--- config.mk ---
export PLATFORM = sky130hd
export DESIGN_NAME = hc595_tx
export DESIGN_NICKNAME = d
export VERILOG_FILES = /design/src/rtl/hc595_pkg.sv /design/src/rtl/hc595_tick.sv /design/src/rtl/hc595_tx.sv
export SDC_FILE = /design/constraint.sdc
export NUM_CORES = 1
export LEC_CHECK = 0
export BUFFER_PORTS_ARGS = -buffer_cell sky130_fd_sc_hd__clkbuf_2
export CORE_AREA = 4 4 58 47
export DETAILED_ROUTE_END_ITERATION = 10
export DIE_AREA = 0 0 62 51
export GPL_ROUTABILITY_DRIVEN = 0
export MAX_ROUTING_LAYER = met4
export PLACE_DENSITY = 0.7
export SKIP_LAST_GASP = 1
export SLEW_MARGIN = 20
export SYNTH_ARGS = -nofsm -noshare
export SYNTH_HDL_FRONTEND = slang
export SYNTH_HIERARCHICAL = 1
export SYNTH_SLANG_ARGS = --single-unit
--- constraint.sdc ---
create_clock -name clk -period 1.7 [get_ports clk]
set_input_delay 0.085 -clock clk [delete_from_list [all_inputs] [get_ports clk]]
set_output_delay 0.085 -clock clk [all_outputs]
set_load 0.1 [all_outputs]
--- src/rtl/hc595_pkg.sv ---
// Shared types and default constants for the 74HC595 serial transmitter.
package hc595_pkg;

  localparam int N_DEFAULT       = 8;
  localparam int CLK_DIV_DEFAULT = 2;

  typedef enum logic [1:0] {
    ST_IDLE     = 2'd0,
    ST_SHIFT_LO = 2'd1,
    ST_SHIFT_HI = 2'd2,
    ST_LATCH    = 2'd3
  } state_t;

endpackage

--- src/rtl/hc595_tick.sv ---
// Phase timer: counts CLK_DIV cycles while enabled and strobes phase_done on
// the last cycle of each phase.
module hc595_tick #(
  parameter int CLK_DIV = 2
) (
  input  logic clk,
  input  logic rst,
  input  logic en,
  output logic phase_done
);

  localparam int CW = (CLK_DIV > 1) ? $clog2(CLK_DIV) : 1;

  logic [CW-1:0] cnt_r;
  logic          last_s;

  // Terminal count of the current phase
  always_comb begin
    if (en && (cnt_r == CW'(CLK_DIV - 1))) begin
      last_s = 1'b1;
    end else begin
      last_s = 1'b0;
    end
  end

  assign phase_done = last_s;

  // Counter restarts at every phase boundary and stays cleared while idle
  always_ff @(posedge clk or posedge rst) begin
    if (rst) begin
      cnt_r <= '0;
    end else if (!en || last_s) begin
      cnt_r <= '0;
    end else begin
      cnt_r <= cnt_r + CW'(1);
    end
  end

endmodule

--- src/rtl/hc595_tx.sv ---
// Parallel-to-serial driver for a 74HC595 chain, MSB first, one STCP latch per word.
// Optional macro HC595_OE_EN adds an active-low OE_n output held off until the first latch.
module hc595_tx
  import hc595_pkg::*;
#(
  parameter int N       = N_DEFAULT,
  parameter int CLK_DIV = CLK_DIV_DEFAULT
) (
  input  logic         clk,
  input  logic         rst,
  input  logic [N-1:0] d,
  input  logic         valid,
  output logic         ready,
  output logic         DS,
  output logic         SHCP,
  output logic         STCP,
  output logic         busy
`ifdef HC595_OE_EN
  ,
  output logic         OE_n
`endif
);

  localparam int BW = $clog2(N + 1);

  state_t         state_r, state_s;
  logic [N-1:0]   shreg_r, shreg_s;
  logic [BW-1:0]  bit_cnt_r, bit_cnt_s;
  logic           tick_en_s, phase_done_s;
  logic           ds_r, ds_s;
  logic           shcp_r, shcp_s;
  logic           stcp_r, stcp_s;
  logic           ready_r, ready_s;
  logic           busy_r, busy_s;

  assign tick_en_s = (state_r != ST_IDLE);

  hc595_tick #(
    .CLK_DIV(CLK_DIV)
  ) u_tick (
    .clk       (clk),
    .rst       (rst),
    .en        (tick_en_s),
    .phase_done(phase_done_s)
  );

  // State, shift register and bit counter
  always_ff @(posedge clk or posedge rst) begin
    if (rst) begin
      state_r   <= ST_IDLE;
      shreg_r   <= '0;
      bit_cnt_r <= '0;
    end else begin
      state_r   <= state_s;
      shreg_r   <= shreg_s;
      bit_cnt_r <= bit_cnt_s;
    end
  end

  // Next state; the word is captured and the bit count loaded on accept
  always_comb begin
    state_s   = state_r;
    shreg_s   = shreg_r;
    bit_cnt_s = bit_cnt_r;
    case (state_r)
      ST_IDLE: begin
        if (valid) begin
          state_s   = ST_SHIFT_LO;
          shreg_s   = d;
          bit_cnt_s = BW'(N);
        end else begin
          state_s   = ST_IDLE;
        end
      end
      ST_SHIFT_LO: begin
        if (phase_done_s) begin
          state_s = ST_SHIFT_HI;
        end else begin
          state_s = ST_SHIFT_LO;
        end
      end
      ST_SHIFT_HI: begin
        if (phase_done_s) begin
          shreg_s   = shreg_r << 1;
          bit_cnt_s = bit_cnt_r - BW'(1);
          if (bit_cnt_r == BW'(1)) begin
            state_s = ST_LATCH;
          end else begin
            state_s = ST_SHIFT_LO;
          end
        end else begin
          state_s = ST_SHIFT_HI;
        end
      end
      ST_LATCH: begin
        if (phase_done_s) begin
          state_s = ST_IDLE;
        end else begin
          state_s = ST_LATCH;
        end
      end
      default: begin
        state_s = ST_IDLE;
      end
    endcase
  end

  // Outputs are decoded from the next state so the pins come straight off flops
  always_comb begin
    ready_s = (state_s == ST_IDLE);
    busy_s  = (state_s != ST_IDLE);
    shcp_s  = (state_s == ST_SHIFT_HI);
    stcp_s  = (state_s == ST_LATCH);
    if (state_s == ST_SHIFT_LO) begin
      ds_s = shreg_s[N-1];
    end else begin
      ds_s = ds_r;
    end
  end

  // Output flops
  always_ff @(posedge clk or posedge rst) begin
    if (rst) begin
      ds_r    <= 1'b0;
      shcp_r  <= 1'b0;
      stcp_r  <= 1'b0;
      ready_r <= 1'b1;
      busy_r  <= 1'b0;
    end else begin
      ds_r    <= ds_s;
      shcp_r  <= shcp_s;
      stcp_r  <= stcp_s;
      ready_r <= ready_s;
      busy_r  <= busy_s;
    end
  end

  assign DS    = ds_r;
  assign SHCP  = shcp_r;
  assign STCP  = stcp_r;
  assign ready = ready_r;
  assign busy  = busy_r;

`ifdef HC595_OE_EN
  logic oe_n_r;

  // Outputs stay disabled until the first latch has completed
  always_ff @(posedge clk or posedge rst) begin
    if (rst) begin
      oe_n_r <= 1'b1;
    end else if ((state_r == ST_LATCH) && phase_done_s) begin
      oe_n_r <= 1'b0;
    end else begin
      oe_n_r <= oe_n_r;
    end
  end

  assign OE_n = oe_n_r;
`endif

endmodule

Word level (Yosys, flattened, before mapping)
Index checks and enable logic that the tools add are counted.
{ "op_classes": {"addsub": 2, "eq_ne": 9, "n_mux": 14, "n_reduce_logical": 9} }
{ "op_table": {"columns": ["op", "n"], "rows": [
  ["two-way mux 8 bit", 2],
  ["case mux 8 bit (2 select lines)", 1],
  ["equality test 2 bit, second input constant", 4],
  ["two-way mux 2 bit", 4],
  ["two-way mux 4 bit", 2],
  ["case mux 2 bit (4 select lines)", 1],
  ["case mux 4 bit (2 select lines)", 1],
  ["nonzero test 2 bit", 3],
  ["equality test 2 x 1 -> 1 bit, second input constant", 2],
  ["equality test 4 x 1 -> 1 bit, second input constant", 1],
  ["logical NOT 2 bit", 2],
  ["subtractor 4 x 1 -> 4 bit, second input constant", 1],
  ["two-way mux 1 bit", 3],
  ["AND reduction 3 bit", 1],
  ["!= test 2 x 1 -> 1 bit, second input constant", 1],
  ["!= test 2 bit, second input constant", 1],
  ["adder 1 bit, second input constant", 1],
  ["logical AND 1 bit", 1],
  ["logical NOT 1 bit", 1],
  ["logical OR 1 bit", 1]
]} }
{ "totals": {"regBits": 20, "wordCells": 44} }

Longest topological paths before layout
{ "logic_depth": {"depth_word": 6, "depth_mapped": 8} }

Modules after synthesis
The synthesis kept the hierarchy.
{ "by_module_without_submodules": {"columns": ["mod", "instances", "cells_per_inst", "area_per_inst_um2", "seq_area_each_um2"], "rows": [
  ["hc595_tx", 1, 94, 952.2, 476.7],
  ["hc595_tick", 1, 4, 45.0, 25.0]
]} }

Worst setup path after synthesis
No wires, ideal clock.
{ "synth_timing": {"path_kind": "register -> register", "from": "register state_r[1]", "to": "register ds_r (netlist: DS)", "setup_ns": 0.126, "arrival_time_ns": 1.695, "slack_ns": -0.121, "path_stages_with_launch": 9, "path_buffers": 2, "path_cell_list": "dfrtp_1 -> buf_4 -> or2_2 -> and2_2 -> buf_2 -> nor3b_1 -> nor3_2 -> mux2i_1 -> a21oi_1"} }
{ "synth_between": {"elab_chain_len": 6} }
{ "synth_lines": {"columns": ["element", "line_no", "text"], "rows": [
  ["start, declared", "hc595_tx.sv:26", "state_t state_r, state_s;"],
  ["start signal, assigned", "hc595_tx.sv:54", "state_r <= state_s;"],
  ["nonzero test 2 bit (*)", "hc595_tx.sv:36", "assign tick_en_s = (state_r != ST_IDLE);"],
  ["net tick_en_s", "hc595_tx.sv:29", "logic tick_en_s, phase_done_s;"],
  ["logical AND 1 bit (*)", "hc595_tick.sv:19", "if (en && (cnt_r == CW'(CLK_DIV - 1))) begin"],
  ["two-way mux 1 bit (*)", "hc595_tick.sv:19", null],
  ["net phase_done_s", "hc595_tx.sv:29", null],
  ["two-way mux 2 bit, on equally long branches", "hc595_tx.sv:96, hc595_tx.sv:76, hc595_tx.sv:83", null],
  ["case mux 2 bit (4 select lines)", "hc595_tx.sv:65", "case (state_r)"],
  ["equality test 2 x 1 -> 1 bit", "hc595_tx.sv:114", "if (state_s == ST_SHIFT_LO) begin"],
  ["end signal, assigned", "hc595_tx.sv:130", "ds_r <= ds_s;"],
  ["end, declared", "hc595_tx.sv:30", "logic ds_r, ds_s;"]
]} }
The timed path passes the listed nets; every way through them passes the cells marked *. The select of a mux whose other input is x is not followed.
A chain may end at the register's enable or synchronous reset.

Worst setup path after layout
{ "layout_timing": {"from": "register state_r[0]", "to": "register ds_r (netlist: DS)"} }
{ "layout_between": {"elab_chain_len": 6} }
{ "layout_lines": {"columns": ["element", "line_no"], "rows": [
  ["nonzero test 2 bit", "hc595_tx.sv:36"],
  ["logical AND 1 bit", "hc595_tick.sv:19"],
  ["two-way mux 1 bit", "hc595_tick.sv:19"],
  ["two-way mux 2 bit, on equally long branches", "hc595_tx.sv:96, hc595_tx.sv:76, hc595_tx.sv:83"],
  ["case mux 2 bit (4 select lines)", "hc595_tx.sv:65"],
  ["equality test 2 x 1 -> 1 bit", "hc595_tx.sv:114"]
]} }
Parallel ways exist; a longest one is shown, timed or not. The select of a mux whose other input is x is not followed.

==> results.py <==
metrics = {
    "sta": {
        "fmax_mhz": 639,
        "setup_violations": 0,
        "tns_ns": 0,
        "finalHoldViolations": 0,
        "finalWorstSetupSlack_ns": 0.136,
        "worst_slew_margin_rel_pct": 51.8,
        "worst_pin_slew_ns": 0.722,
        "min_period_over_period_pct": 92.0,
        "period_minus_slack_ns": 1.56,
        "maxSlewViolCount": 0,
        "rsz0062_at_grt": "false",
        "fin_skew_ns": 0.00826,
    },
    "global_route": {
        "grt_antenna_before_repair": 0,
        "grt_usage_pct": 13.6,
        "grt_pass1_wl_mm": 3.12,
        "grt_overflow": 0,
        "grt_max_degree": 20,
        "grt_pass1_vias": 686,
    },
    "die": {
        "die_w_um": 62,
        "die_h_um": 51,
        "rows": 15,
        "initial_core_util_pct": 45.4,
        "core_mm2": 0.00220,
        "boundaryPins": 16,
        "die_area_mm2": 0.00316,
    },
    "synthesis": {
        "yosysSeqAreaShare_pct": 50.3,
        "synthFlopType": "dfrtp_1",
        "yosys-top-cells-area": "dfrtp_1 48%, nand2_1 7.2%, a22oi_1 4.5%",
        "synthesis.nets": 111,
        "synth_warnings": 6,
        "avgSynthCellArea_um2": 10.2,
        "syn-cell-area_um2": 997,
        "synthArstFlopShare_pct": 100,
        "yosys.area.top_type_share_pct": 47.7,
        "synth-edff-count": 0,
        "synth_cell_types": 33,
        "yosysTopAreaCell": "dfrtp_1",
        "syn_inst": 98,
        "synth_seq_cells": 20,
    },
    "place": {
        "post_dp_cell_area_mm2": 0.00116,
        "io_buffer_count": 15,
        "dp_hpwl_mm": 1.43,
        "post-place-ws_ns": 0.110,
        "dp_cells": 137,
    },
    "cts": {
        "post_cts.repair.setup_buffers": 0,
        "clkLatencyLatePin_ns": 0.30,
        "cts_root_buffer": "clkbuf_4",
        "cts.sinks": 20,
        "h-tree-depth": 1,
        "tritoncts": "yes",
        "clk_pin_slew_ns": 0.11,
        "cts_made_buffers": 3,
        "cts_buffer_depth": 2,
    },
    "layout": {
        "drive_above_1_share_pct": 35.0,
        "layout_commonest_cell": "nand2_1",
        "finalNonFillerCells": 142,
        "syn_to_final_growth_pct": 21.7,
        "nets": 131,
        "layout_common_cells": "18 x nand2_1, 17 x dfrtp_1, 15 x clkbuf_2",
        "n_antenna_cell": 0,
        "design_area_mm2": 0.00121,
    },
    "setup_path": {
        "critical_path_arrival_ns": 1.75,
        "crit_path_end_kind": "register",
        "crit_slowest_cell": "o41ai_2",
        "crit_fanout": 6,
        "cp.required_ns": 1.89,
        "cpPeakStageDelay_ns": 0.51,
        "critPathLaunchType": "register",
        "crit_chain": "buf_4, o41ai_2, mux2i_1, a21oi_1",
        "critical_path_class": "register to register",
    },
    "detailed_routing": {
        "wl_per_cell_um": 13.4,
        "first_iter_violations": 30,
        "routed_via_density": 5.11,
        "dr.pass1.iters": 4,
        "antenna_left": 0,
        "drc_errors": 0,
        "drt-total-wl_mm": 1.91,
        "num_vias": 726,
    },
    "power_and_ir_drop": {
        "vdd_ir_drop_max_v": 0.00150,
        "powerDensity_mw_per_mm2": 1990,
        "p_leak_nw": 0.582,
    },
    "run_status": {
        "status": "finished, final reports clean",
    },
    "min_path": {
        "hold_class": "input port to register",
    },
    "job": {
        "drv_cap": 0,
    },
}
final cells by class:
type | count | area, µm²
Sequential cell | 20 | 504
Multi-Input combinational cell | 66 | 488
Inverter | 7 | 26.3
Clock buffer | 4 | 36.3
Timing Repair Buffer | 20 | 128
Tap cell | 25 | 31.3
Fill cell | 204 | 982
what timing repair did:
item                                    CTS  global route
endpoints found under the hold margin    19             0
endpoints found under the setup margin    0             6
hold buffers                              1             0
gates resized for setup                   0             2
stage by stage:
step                      power [mW]  utilization, %  hold WS (ns)
after CTS                       2.44            55.2       0.00155
after global placement          2.13            53.0       -0.0758
after global routing            2.60            55.3      0.000363
after floorplan                 1.95               -        -0.186
after detailed placement        2.16            53.0       -0.0728
final                           2.42            55.3       0.00724
path summary, 6_finish.rpt:
path                            cells past startpoint  slack, ns                     end              startpoint
min in group asynchronous                           3       0.16  u_tick/cnt_r$_DFF_PP0_                     rst
worst min-delay path                                3      0.007  shreg_r[5]$_DFFE_PP0P_                    d[5]
worst min register to register                      2       0.50  shreg_r[2]$_DFFE_PP0P_  shreg_r[2]$_DFFE_PP0P_
worst max register to register                      4       0.14          DS$_DFFE_PP0N_    state_r[0]$_DFF_PP0_
worst max-delay path                                4       0.14          DS$_DFFE_PP0N_    state_r[0]$_DFF_PP0_
max in group asynchronous                           3       0.76    state_r[1]$_DFF_PP0_                     rst
synthesized netlist by cell type (2+ instances only):
library cell / number
a21oi_1: 2
a22oi_1: 6
buf_2: 2
buf_4: 3
dfrtp_1: 19
ha_1: 2
inv_1: 7
mux2i_1: 2
nand2_1: 19
nand2b_1: 2
nand3b_1: 2
nor2_1: 5
nor2b_1: 3
nor3b_1: 2
o21ai_0: 4
layer usage:
layer | global-route usage (%) | up-vias | share of wire, %
met3 | 4.55 | 2 | 3.5
met1 | 19.2 | 350 | 51
li1 | - | 364 | -
met4 | 1.06 | 0 | 0.52
met2 | 19.7 | 10 | 45
met5 | - | - | 0
power by group:
group	switching [mW]	internal, mW
Clock	0.141	0.131
Sequential	0.153	0.693
Combinational	0.809	0.493
state kept, by name, indices dropped and copies added (netlist names):
signal	count
DS	1
ready	1
shreg_r	8
busy	1
SHCP	1
u_tick/cnt_r	1
bit_cnt_r	4
STCP	1
state_r	2
kinds of logic after synthesis:
kind of cell	count (synthesis)	synth area share [%]
and+or+nand+nor	43	24.7
DFF	20	50.3
AOI/OAI and AO/OA	17	12.8
buffers and inverters	12	5.90
xor gates and xnor gates	2	1.76
muxes	2	2.01
adders and majority gates	2	2.51
critical path: cells and delay by family (launching register included):
| family | cells | cell delay (ns) |
|---|---|---|
| AOI/OAI and AO/OA | 2 | 0.59 |
| buffers and inverters | 1 | 0.17 |
| DFF | 1 | 0.46 |
| muxes | 1 | 0.24 |
Note: power is estimated with default switching activity, not from simulation.
